[src/rtl/mem_port_arbiter.sv]
// mem_port_arbiter: shares the single unified memory port between the multi-cycle
// core (port C) and the debug/program-loader port (port D).
//
// Ports:
//   clk, rst           clock (rising edge), synchronous active-high reset
//   core_*             core request/write/address/data in; grant, stall, read data out
//   dbg_*              debug request/write/lock/address/data in; grant, read data out
//   mem_*              muxed address/write data/write enable out, combinational read data in
//   core_xfer_cnt,
//   dbg_xfer_cnt       completed-transfer counters (zero unless MEM_ARB_PERF_EN is defined)
//
// Optional build macro: MEM_ARB_PERF_EN enables the two 32-bit transfer counters.
module mem_port_arbiter #(
  parameter int unsigned BIT_WIDTH = 32,
  parameter int unsigned MAX_WAIT  = 4,
  parameter int unsigned WAIT_W    = 4
) (
  input  logic                 clk,
  input  logic                 rst,
  input  logic                 core_req,
  input  logic                 core_we,
  input  logic [BIT_WIDTH-1:0] core_addr,
  input  logic [BIT_WIDTH-1:0] core_wdata,
  output logic                 core_gnt,
  output logic                 core_stall,
  output logic [BIT_WIDTH-1:0] core_rdata,
  input  logic                 dbg_req,
  input  logic                 dbg_we,
  input  logic                 dbg_lock,
  input  logic [BIT_WIDTH-1:0] dbg_addr,
  input  logic [BIT_WIDTH-1:0] dbg_wdata,
  output logic                 dbg_gnt,
  output logic [BIT_WIDTH-1:0] dbg_rdata,
  output logic [BIT_WIDTH-1:0] mem_addr,
  output logic [BIT_WIDTH-1:0] mem_wdata,
  output logic                 mem_we,
  input  logic [BIT_WIDTH-1:0] mem_rdata,
  output logic [31:0]          core_xfer_cnt,
  output logic [31:0]          dbg_xfer_cnt
);

  typedef enum logic [1:0] {OwnNone, OwnCore, OwnDbg} owner_e;

  localparam logic [WAIT_W-1:0] MaxWait = WAIT_W'(MAX_WAIT);

  owner_e            owner_q, owner_d;
  logic [WAIT_W-1:0] wait_cnt_q, wait_cnt_d;
  logic              core_xfer, dbg_xfer, dbg_starved;

  assign core_xfer   = core_req & (owner_q == OwnCore);
  assign dbg_xfer    = dbg_req & (owner_q == OwnDbg);
  assign dbg_starved = (wait_cnt_q == MaxWait);

  // Starvation override is suppressed while D is being served this cycle: the
  // saturated count belongs to the wait just ended, so an unlocked single access
  // hands the port straight back to the core.
  always_comb begin
    owner_d = OwnNone;
    if ((owner_q == OwnDbg) && dbg_req && dbg_lock) begin
      owner_d = OwnDbg;
    end else if (dbg_req && !dbg_xfer && dbg_starved) begin
      owner_d = OwnDbg;
    end else if (core_req) begin
      owner_d = OwnCore;
    end else if (dbg_req) begin
      owner_d = OwnDbg;
    end
  end

  always_comb begin
    wait_cnt_d = wait_cnt_q;
    if (!dbg_req || dbg_xfer) begin
      wait_cnt_d = '0;
    end else if (!dbg_starved) begin
      wait_cnt_d = wait_cnt_q + 1'b1;
    end
  end

  always_ff @(posedge clk) begin
    if (rst) begin
      owner_q    <= OwnNone;
      wait_cnt_q <= '0;
    end else begin
      owner_q    <= owner_d;
      wait_cnt_q <= wait_cnt_d;
    end
  end

  assign core_gnt   = (owner_q == OwnCore);
  assign dbg_gnt    = (owner_q == OwnDbg);
  assign core_stall = core_req & ~core_gnt;

  assign mem_addr  = (owner_q == OwnDbg) ? dbg_addr : core_addr;
  assign mem_wdata = (owner_q == OwnDbg) ? dbg_wdata : core_wdata;
  // Reset aborts an in-flight write; a dropped request under a stale grant writes nothing.
  assign mem_we    = ~rst & ((core_xfer & core_we) | (dbg_xfer & dbg_we));

  assign core_rdata = mem_rdata;
  assign dbg_rdata  = mem_rdata;

`ifdef MEM_ARB_PERF_EN
  logic [31:0] core_cnt_q, dbg_cnt_q;

  always_ff @(posedge clk) begin
    if (rst) begin
      core_cnt_q <= '0;
      dbg_cnt_q  <= '0;
    end else begin
      if (core_xfer) core_cnt_q <= core_cnt_q + 32'd1;
      if (dbg_xfer)  dbg_cnt_q  <= dbg_cnt_q + 32'd1;
    end
  end

  assign core_xfer_cnt = core_cnt_q;
  assign dbg_xfer_cnt  = dbg_cnt_q;
`else
  assign core_xfer_cnt = '0;
  assign dbg_xfer_cnt  = '0;
`endif

endmodule
[config.mk]
export PLATFORM = sky130hd
export DESIGN_NAME = mem_port_arbiter
export DESIGN_NICKNAME = d
export VERILOG_FILES = /design/src/rtl/mem_port_arbiter.sv
export SDC_FILE = /design/constraint.sdc
export NUM_CORES = 1
export LEC_CHECK = 0
export ABC_AREA = 1
export BUFFER_PORTS_ARGS = -buffer_cell sky130_fd_sc_hd__buf_2
export CORE_AREA = 3 3 139 141
export CTS_CLUSTER_SIZE = 12
export DETAILED_ROUTE_END_ITERATION = 16
export DIE_AREA = 0 0 142 144
export GPL_TIMING_DRIVEN = 0
export SYNTH_ARGS = -nofsm -noshare
export SYNTH_HDL_FRONTEND = slang
export SYNTH_SLANG_ARGS = --single-unit
[constraint.sdc]
create_clock -name clk -period 1.8 [get_ports clk]
set_clock_uncertainty 0.05 [all_clocks]
set_input_delay 0.27 -clock clk [delete_from_list [all_inputs] [get_ports clk]]
set_output_delay 0.27 -clock clk [all_outputs]
set_load 0.01 [all_outputs]
After elaboration in Yosys (flattened, before gate mapping)
Index checks and enable logic that the tools add are counted.

Output and inout bits: 196. Word-level logic and storage cells: 31. Register bits: 6. Input port bits: 167.

Equal/unequal tests: 3. Reduce and logical (&&, ||, !) cells: 9. Add/subtract/negate cells: 1. Bitwise operators: 9. Muxes and demuxes: 6.

Operator list (number): two-way mux 32 bit (2); two-way mux 2 bit (4); AND 1 bit (6); adder 4 x 1 -> 4 bit, second input constant (1); equality test 4 x 3 -> 1 bit, second input constant (1); logical AND 1 bit (4); OR reduction 3 bit (1); equality test 2 x 1 -> 1 bit, second input constant (1); equality test 2 bit, second input constant (1); logical NOT 1 bit (2); inverter 1 bit (2); OR reduction 2 bit (1); logical OR 1 bit (1); OR 1 bit (1).

Depth between registers and ports, before layout
Word-level depth: 7. Mapped depth: 7. Mapped depth without buffers: 6.

Worst setup path before layout
OpenSTA, ideal clock, no wires.

Path kind: register -> output. From: reg owner_q[1]. To: out mem_we. Data arrival time: 0.879 ns. Stages on the path, launching flop included: 6. Slack: 0.601 ns. Required time: 1.480 ns. Buffers on the path: 1. Cells stage by stage: dfxtp_1 -> nand2_2 -> inv_2 -> buf_6 -> nand3_1 -> o21ai_1.

Longest elaborated chain between the ends: 5. Elaborated cells between the ends (all ways): 8. Classes of those cells: 2 x eq/ne; 6 x bitwise.

RTL lines: start, declared (RTL line 46) `owner_e owner_q, owner_d;`; start signal, assigned (RTL line 81) `owner_q <= OwnNone;`; start signal, assigned (RTL line 84) `owner_q <= owner_d;`; equality test 2 x 1 -> 1 bit / equality test 2 bit (equally long branches) (RTL line 50, 51); AND 1 bit (on tied branches) (RTL line 50, 51); AND 1 bit (RTL line 96) `assign mem_we = ~rst & ((core_xfer & core_we) | (dbg_xfer & dbg_we));`; OR 1 bit (*) (RTL line 96); AND 1 bit (*) (RTL line 96); end, declared (RTL line 36) `output logic mem_we,`.

Mark *: on every way between the ends. The rest lies on a longest branch, timed or not.

Worst setup path in the final report
From: reg owner_q[0]. To: out mem_addr[8].

Longest elaborated chain between the ends: 2.

RTL lines: equality test 2 bit (RTL line 93) `assign mem_addr = (owner_q == OwnDbg) ? dbg_addr : core_addr;`; two-way mux 32 bit (RTL line 93); end, declared (RTL line 34) `output logic [BIT_WIDTH-1:0] mem_addr,`.

No other way between the ends.

==> results.json <==
{
  "cap_violations": 0,
  "portBuffers": 266,
  "layout_commonest_cell": "buf_2",
  "ctsHoldBuffers": 0,
  "grt_max_degree": 11,
  "drive_above_1_share": 0.584,
  "leakagePower_nw": 2.75,
  "worstRegToRegCells": 6,
  "yosys.area.top_type": "buf_4",
  "synth_area_mm2": 0.00211,
  "postPlaceCellArea_mm2": 0.00396,
  "reg2reg_from": "wait_cnt_q[0]$_SDFFE_PP0P_",
  "clock_path_buffers": 2,
  "ys_types": 18,
  "grt_pass1_wl_um": 12700,
  "die_y_um": 144,
  "synth_top_area_share": 0.456,
  "final_antenna_net_count": 0,
  "drt-pass1-iter-count": 5,
  "ys_seq_area_frac": 0.0569,
  "hpwl_um": 8770,
  "core_mm2": 0.0181,
  "critPathSlowestCell": "dfxtp_1",
  "ir_drop_mv": 0.330,
  "h-tree-depth": 1,
  "drt_iter0_markers": 57,
  "crit_path_cell_trace": "inv_2 > nand2_4 > buf_12 > buf_4 > nand2_1 > nand2_1 > buf_2",
  "clock_latency_ns": 0.23,
  "nets": 885,
  "finalNonFillerCells": 943,
  "clkTransAtPathRegs_ns": 0.03,
  "dp_cells": 939,
  "min_path_type": "primary input to flop",
  "synthCells": 381,
  "holdPathEnd": "owner_q[1]$_SDFF_PP0_",
  "grt_overflow_total": 0,
  "antenna-diode-count": 0,
  "finalCritPeriodShare": 0.956,
  "vias": 3035,
  "final_area_mm2": 0.00409,
  "initial_core_util": 0.117,
  "setup.worst_path.start_class": "flop",
  "crit_path_max_incr_delay_ns": 0.32,
  "synth_seq_cells": 6,
  "yosysWarningCount": 0,
  "grt_use_total": 0.0765,
  "path_class": "flop to output pin",
  "routed_wl_um": 9680,
  "grt_pass1_vias": 2641,
  "slew_violations": 0,
  "finalHoldViolCount": 0,
  "pin_count": 363,
  "gp_congestion": 0.751,
  "period_needed_ns": 1.72,
  "cts.sinks": 6,
  "area_delta_synth_final_pct": 94.0,
  "drc": 0,
  "cts_tree": "done",
  "max_freq_mhz": 581,
  "cp_max_fo": 10,
  "cts_buffers": 3,
  "timing.rr.end": "owner_q[1]$_SDFF_PP0_",
  "ys_top_cells_by_area": "buf_4, nand2_1, dfxtp_1",
  "min_path_cells": 2,
  "wl_per_cell_um": 10.3,
  "final_cell_mix": "buf_2, nand2_1, buf_4",
  "r2r_slack_ns": 0.58,
  "p_per_area_mw_per_mm2": 348,
  "fp-row-count": 49,
  "dieArea_mm2": 0.0204,
  "critPathRequiredTime_ns": 1.48,
  "cp_common_cell": "nand2_1",
  "clock-root-buffer": "clkbuf_16",
  "hold_ws_ns": 0.193,
  "syn_area_per_cell_um2": 5.54,
  "critical_path_arrival_ns": 1.40,
  "setup.worst_path.end_class": "output pin",
  "min_from": "rst",
  "viasPerCell": 3.22,
  "fp.dieW_um": 142,
  "status": "finished clean",
  "setup_viol": 0,
  "antenna_found_initial": 0
}
routing by layer:
layer | wire length, um | vias up | global-route usage
li1 | - | 1614 | -
met1 | 3680 | 1217 | 0.0897
met2 | 5080 | 194 | 0.150
met3 | 851 | 10 | 0.00827
met4 | 75 | 0 | 0.0131
met5 | 0 | - | 0
synth_stat cells:
cell,count
buf_4,128
nand4_1,1
ha_1,2
conb_1,1
inv_1,5
inv_2,2
o21ai_1,1
nand3_1,4
nand2_2,1
nor3_1,1
nor2_1,8
buf_2,8
a21oi_1,3
nand2_1,202
buf_6,6
dfxtp_1,6
xnor2_1,1
nand3b_2,1
logic make-up (layout without fill, tap and decap cells):
family,count (synthesis),after routing,synth area share
flip-flops,6,6,0.0569
buffers and inverters,149,419,0.519
XOR/XNOR,1,1,0.00415
other,1,64,0.00178
adder cells (fa/ha/maj),2,2,0.0119
AND/OR/NAND/NOR,218,218,0.397
AO/OA/AOI/OAI,4,4,0.00949
area by class of cell:
| cell class | count | area (um2) |
|---|---|---|
| fillers | 2061 | 14000 |
| repair buffers | 267 | 1340 |
| multi-input cells | 289 | 1140 |
| plain buffers | 142 | 1110 |
| well taps | 229 | 287 |
| flip-flops and latches | 6 | 121 |
| clock buffers | 3 | 75.1 |
| inverters | 7 | 28.8 |
power breakdown:
part           internal (mW)  switching [mW]
sequential             0.139         0.00416
combinational          0.484           0.436
clock                  0.285          0.0775
critical path: cells and delay by family, from the launching register on:
| family | cells | cell delay (ns) |
|---|---|---|
| buffers and inverters | 4 | 0.52 |
| flip-flops | 1 | 0.32 |
| AND/OR/NAND/NOR | 3 | 0.32 |
what timing repair did:
item	CTS	global route
buffers inserted	0	1
setup endpoints to repair	17	35
resized for setup	6	8
state kept, by name, indices dropped and copies added (netlist names):
| name | flops |
|---|---|
| owner_q | 2 |
| wait_cnt_q | 4 |
how the worst max path moves through the flow:
stage / to / cells after the start / start
6_report: mem_addr[8] / 7 / owner_q[0]$_SDFF_PP0_
5_1_grt: mem_wdata[2] / 8 / owner_q[0]$_SDFF_PP0_
4_1_cts: mem_wdata[10] / 7 / owner_q[0]$_SDFF_PP0_
3_5_place_dp: mem_addr[24] / 7 / owner_q[0]$_SDFF_PP0_
3_3_place_gp: mem_addr[24] / 7 / owner_q[0]$_SDFF_PP0_
2_1_floorplan: mem_we / 5 / owner_q[1]$_SDFF_PP0_
stage by stage:
stage	utilization	power [mW]	TNS, ns	setup slack (ns)
final	0.226	1.43	0	0.0798
after global routing	0.226	1.53	-0.00276	-0.00276
after detailed placement	0.219	1.05	0	0.126
after CTS	0.224	1.42	0	0.00535
after global placement	0.219	1.05	0	0.125
after floorplan	-	0.675	0	0.601
(Power assumes the default switching activity.)
